$ cat config.mk
export PLATFORM = sky130hd
export DESIGN_NAME = debounce_edge_flat
export DESIGN_NICKNAME = d
export VERILOG_FILES = /design/src/rtl/debounce_edge_if.sv /design/src/rtl/debounce_edge.sv /design/src/flat_wrapper.sv
export SDC_FILE = /design/constraint.sdc
export NUM_CORES = 1
export LEC_CHECK = 0
export BUFFER_PORTS_ARGS = -buffer_cell sky130_fd_sc_hd__buf_2
export CELL_PAD_IN_SITES_DETAIL_PLACEMENT = 0
export CELL_PAD_IN_SITES_GLOBAL_PLACEMENT = 2
export CORE_AREA = 2 2 65 67
export DETAILED_ROUTE_END_ITERATION = 16
export DIE_AREA = 0 0 67 69
export GPL_TIMING_DRIVEN = 0
export HOLD_SLACK_MARGIN = 0.05
export PLACE_DENSITY = 0.72
export SLEW_MARGIN = 20
export SYNTH_ARGS = -nofsm -noshare
export SYNTH_HDL_FRONTEND = slang
export SYNTH_SLANG_ARGS = --single-unit
$ cat constraint.sdc
create_clock -name clk -period 2.1 [get_ports clk]
set_input_delay 0.21 -clock clk [delete_from_list [all_inputs] [get_ports clk]]
set_output_delay 0.21 -clock clk [all_outputs]
set_load 0.01 [all_outputs]
$ cat src/rtl/debounce_edge_if.sv
// debounce_edge_if: raw input level and conditioned outputs of the debouncer
interface debounce_edge_if;
  logic       signal;
  logic       q;
  logic       rise;
  logic       fall;
  logic       busy;
  logic [7:0] glitch_cnt;
  modport master (output signal, input q, rise, fall, busy, glitch_cnt);
  modport slave  (input signal, output q, rise, fall, busy, glitch_cnt);
endinterface

$ cat src/rtl/debounce_edge.sv
// debounce_edge: synchronises a raw level, rejects glitches shorter than STABLE_CYCLES
// and emits a clean level with one-cycle rise/fall strobes
module debounce_edge #(
  parameter int   CNT_W         = 16,
  parameter int   STABLE_CYCLES = 50000,
  parameter logic RESET_LEVEL   = 1'b0
) (
  input logic              clk,
  input logic              reset,
  debounce_edge_if.slave   bus
);
  typedef enum logic {STABLE, SETTLING} state_t;
  localparam logic [CNT_W-1:0] LAST = CNT_W'(STABLE_CYCLES - 1);
  state_t           state_q, state_d;
  logic             s1_q, s_q, q_q, q_d, rise_q, rise_d, fall_q, fall_d;
  logic [CNT_W-1:0] cnt_q, cnt_d;
  logic [7:0]       gcnt_q, gcnt_d;
  logic             diff, done, settle_ok, glitch;
  assign diff = s_q != q_q;
  assign done = cnt_q == LAST;
  always_ff @(posedge clk or negedge reset) begin
    if (!reset) state_q <= STABLE;
    else        state_q <= state_d;
  end
  always_comb begin
    state_d = state_q == STABLE ? (diff ? SETTLING : STABLE)
                                : (!diff || done ? STABLE : SETTLING);
  end
  always_comb begin
    settle_ok = state_q == SETTLING && diff && done;
    glitch    = state_q == SETTLING && !diff;
    cnt_d     = state_q == STABLE ? (diff ? CNT_W'(1) : '0)
                                  : (diff && !done ? cnt_q + 1'b1 : '0);
    q_d       = settle_ok ? s_q : q_q;
    rise_d    = settle_ok && s_q;
    fall_d    = settle_ok && !s_q;
    // Saturate so a noisy contact never makes the count wrap back to small values
    gcnt_d    = glitch && gcnt_q != 8'hff ? gcnt_q + 8'd1 : gcnt_q;
  end
  always_ff @(posedge clk or negedge reset) begin
    if (!reset) begin
      s1_q   <= RESET_LEVEL;
      s_q    <= RESET_LEVEL;
      q_q    <= RESET_LEVEL;
      rise_q <= 1'b0;
      fall_q <= 1'b0;
      cnt_q  <= '0;
      gcnt_q <= '0;
    end else begin
      s1_q   <= bus.signal;
      s_q    <= s1_q;
      q_q    <= q_d;
      rise_q <= rise_d;
      fall_q <= fall_d;
      cnt_q  <= cnt_d;
      gcnt_q <= gcnt_d;
    end
  end
  assign bus.q          = q_q;
  assign bus.rise       = rise_q;
  assign bus.fall       = fall_q;
  assign bus.busy       = state_q == SETTLING;
  assign bus.glitch_cnt = gcnt_q;
endmodule

$ cat src/flat_wrapper.sv
// flat-port wrapper written by rule: the top's interface ports become plain ports
module debounce_edge_flat 
#(
  parameter int   CNT_W         = 16,
  parameter int   STABLE_CYCLES = 50000,
  parameter logic RESET_LEVEL   = 1'b0
)
  (clk, reset, bus_signal, bus_q, bus_rise, bus_fall, bus_busy, bus_glitch_cnt);
  debounce_edge_if bus_i ();
  input logic clk;
  input logic reset;
  input wire logic [$bits(bus_i.signal)-1:0] bus_signal;
  output wire logic [$bits(bus_i.q)-1:0] bus_q;
  output wire logic [$bits(bus_i.rise)-1:0] bus_rise;
  output wire logic [$bits(bus_i.fall)-1:0] bus_fall;
  output wire logic [$bits(bus_i.busy)-1:0] bus_busy;
  output wire logic [$bits(bus_i.glitch_cnt)-1:0] bus_glitch_cnt;
  assign bus_i.signal = bus_signal;
  assign bus_q = bus_i.q;
  assign bus_rise = bus_i.rise;
  assign bus_fall = bus_i.fall;
  assign bus_busy = bus_i.busy;
  assign bus_glitch_cnt = bus_i.glitch_cnt;
  debounce_edge #(.CNT_W(CNT_W), .STABLE_CYCLES(STABLE_CYCLES), .RESET_LEVEL(RESET_LEVEL)) u_core (.clk(clk), .reset(reset), .bus(bus_i));
endmodule
==> flow_summary_export.csv <==
group,metric,value,unit
global_routing,gr-usage-met2,0.199,
drt,wl_per_cell,13.6,µm
global_routing,grt_pass1_wl,4460,µm
final_layout,drive_above_1_share,0.200,
clock_tree,clockBufferDepth,2,
timing,hold_viol,0,
global_routing,grt_overflow,0,
global_routing,grt-busiest-layer,"met2",
worst_hold_path,min_path_type,"reg -> reg",
timing,setup_tns,0,ns
floorplanning,fp-row-count,23,
global_routing,antenna_found_initial,0,
critical_path,path_class,"reg -> reg",
critical_path,worstSetupStartpointType,"register",
floorplanning,initial_utilization,0.354,
critical_path,path_depth,5,
final_layout,n_antenna_cell,0,
clock_tree,h-tree-depth,2,
global_routing,grt_use_met1,0.157,
clock_tree,cts-root-buf,"clkbuf_8",
timing,fin_crit_sh,0.843,
yosys,synth_ff_type,"dfrtp_1",
critical_path,crit_fanout,10,
timing,layout_setup_ws,0.329,ns
clock_tree,clkLatencyLatePin,0.27,ns
final_layout,final_nets,156,
yosys,synth_edf_count,0,
floorplanning,die-area,4620,µm²
critical_path,critPathRequiredTime,2.26,ns
yosys,ys_types,31,
yosys,ys_ff_latch,30,
clock_tree,cts_buffers,5,
final_layout,register_area,751,µm²
critical_path,end_kind,"register",
global_routing,grt_pass1_vias,974,
yosys,netlist_area,1390,µm²
critical_path,r2r-end,"u_core.cnt_q[9]$_DFF_PN0_",
timing,period_minus_slack,1.77,ns
drt,ant_nets,0,
critical_path,cpPeakStageDelay,0.44,ns
floorplanning,io_pins,15,
drt,dr.pass1.iters,4,
floorplanning,die_y,69,µm
yosys,yosysSeqAreaShare,0.542,
power,max-vdd-ir-drop,319,µV
critical_path,startpoint,"u_core.cnt_q[12]$_DFF_PN0_",
yosys,yosysWarningCount,0,
timing,rsz0062_at_grt,"false",
critical_path,path_cells,"nor4bb_1 -> nand4_1 -> nand3_1 -> buf_2 -> nor2_1",
placement,gp_congestion,0.767,
critical_path,endpoint,"u_core.cnt_q[9]$_DFF_PN0_",
power,p_per_area,846,nW/µm²
final_layout,fin_util,0.416,
drt,drt_iter0_drc,33,
placement,dp_hpwl,1900,µm
yosys,async_flop_share,1.00,
yosys,avgSynthCellArea,10.8,µm²
run,drv_cap,0,
worst_hold_path,hp-start,"u_core.s1_q$_DFF_PN0_",
global_routing,use_met3,0.0343,
clock_tree,cts_tree,"done",
clock_tree,clock-sinks,30,
final_layout,areaGrowthSynthToFinish,17.4,%
critical_path,cp_top_family,"simple AND/OR/NAND/NOR gates",
drt,drc_errors,0,
global_routing,grt_max_degree,31,
power,total_power,0.00138,W
critical_path,reg2regPathDepth,5,
timing,worstMarginPinSlew,0.671,ns
drt,drt-total-wl,2720,µm
drt,vias,999,
global_routing,grtUsageTotal,0.127,
timing,relSlewSlack,0.552,
drt,vias_per_cell,5.00,
yosys,postSynthCellCount,128,
critical_path,cp.arrival,1.93,ns
critical_path,rrSetupSlack,0.33,ns
placement,portBuffers,14,
critical_path,path_buf_inv,1,
final_layout,fill_cells,415,
clock_tree,clkTransAtPathRegs,0.06,ns
floorplanning,coreArea,3910,µm²
status,outcome,"completed",
critical_path,reg2reg_from,"u_core.cnt_q[12]$_DFF_PN0_",
timing,slew_viol_final,0,
floorplanning,die_x,67,µm
timing,setup_viol_count_final,0,
critical_path,crit_slowest_cell,"dfrtp_1",
timing,skew,0.00439,ns
final_layout,multiInputGateArea,622,µm²
placement,dp_slack,0.146,ns
timing,max_freq,565,MHz
power,cellLeakagePower,0.721,nW
yosys,synth_nets,133,
[what timing repair did]
item / CTS / global route
gates resized for setup: 0 / 1
hold endpoints to repair: 31 / 0
endpoints found under the setup margin: 0 / 10
hold buffers: 2 / 0
buffers inserted: 0 / 0
[report_power, final]
group	internal (W)	switching, W	leakage, nW
combinational	0.0000989	0.000123	0.276
sequential	0.000637	0.0000666	0.402
clock	0.000252	0.000200	0.0431
total	0.000988	0.000390	0.721
[how the worst min path moves through the flow]
stage                                     end  slack (ns)  cells after the start
global route             u_core.s_q$_DFF_PN0_        0.36                      0
finish                   u_core.s_q$_DFF_PN0_        0.35                      0
CTS                      u_core.s_q$_DFF_PN0_        0.35                      0
global placement    u_core.bus.fall$_DFF_PN0_        0.28                      1
detailed placement  u_core.bus.rise$_DFF_PN0_        0.29                      1
floorplan           u_core.bus.busy$_DFF_PN0_       -0.09                      0
[cells by family (layout without fill, tap and decap cells)]
family,count (synthesis),in the layout,share of synthesized area
multiplexers,1,1,0.00812
AO/OA/AOI/OAI,8,8,0.0397
adder cells (fa/ha/maj),2,2,0.0180
XOR/XNOR,21,21,0.133
buffers and inverters,5,27,0.0144
AND/OR/NAND/NOR,61,61,0.246
flip-flops,30,30,0.542
[metrics by stage]
stage | cell area, µm² | hold slack [ns] | std cells
6_report | 1630 | 0.351 | 200
5_1_grt | 1630 | 0.358 | 200
3_5_place_dp | 1520 | 0.289 | 192
3_3_place_gp | 1520 | 0.275 | 192
4_1_cts | 1620 | 0.354 | 200
2_1_floorplan | 1390 | -0.0856 | 128
[registers in the layout, indices dropped and copies added, names as in the netlist]
signal	cells
u_core.bus.busy	1
u_core.bus.rise	1
u_core.bus.q	1
u_core.bus.glitch_cnt	8
u_core.s1_q	1
u_core.bus.fall	1
u_core.cnt_q	16
u_core.s_q	1
[placed cells by master (no fill, tap or decap), types with 2 or more instances in the layout]
cell | synthesis | routed
xnor2_1 | 11 | 11
inv_1 | 4 | 4
nor2_1 | 16 | 16
dfrtp_1 | 30 | 30
nor4bb_1 | 2 | 2
xor2_1 | 10 | 10
nand4_1 | 6 | 6
clkbuf_8 | 0 | 6
nor3_1 | 7 | 7
o21ai_0 | 3 | 3
buf_2 | 1 | 15
nand2_1 | 9 | 9
ha_1 | 2 | 2
dlygate4sd3_1 | 0 | 2
nor4_1 | 2 | 2
nand3_1 | 8 | 8
[cells in the mapped netlist, types with 2 or more instances]
cell type | instances | share of area
xor2_1 | 10 | 0.063
nand4_1 | 6 | 0.027
dfrtp_1 | 30 | 0.54
xnor2_1 | 11 | 0.069
inv_1 | 4 | 0.011
nor4bb_1 | 2 | 0.014
nand3_1 | 8 | 0.029
nand2_1 | 9 | 0.024
ha_1 | 2 | 0.018
o21ai_0 | 3 | 0.011
nor3_1 | 7 | 0.025
nor4_1 | 2 | 0.0090
nor2_1 | 16 | 0.043
[layout make-up]
type                    count  share of cell area
flip-flops and latches     30               0.461
multi-input cells          93               0.382
repair buffers             16              0.0553
clock buffers               6              0.0507
well taps                  50              0.0384
inverters                   4             0.00922
plain buffers               1             0.00307
[metal layers]
layer | wire, µm | part of all wire
met5 | 0 | 0
met4 | 48 | 0.018
met3 | 128 | 0.047
met2 | 1250 | 0.46
met1 | 1280 | 0.47
(Power assumes the default switching activity.)
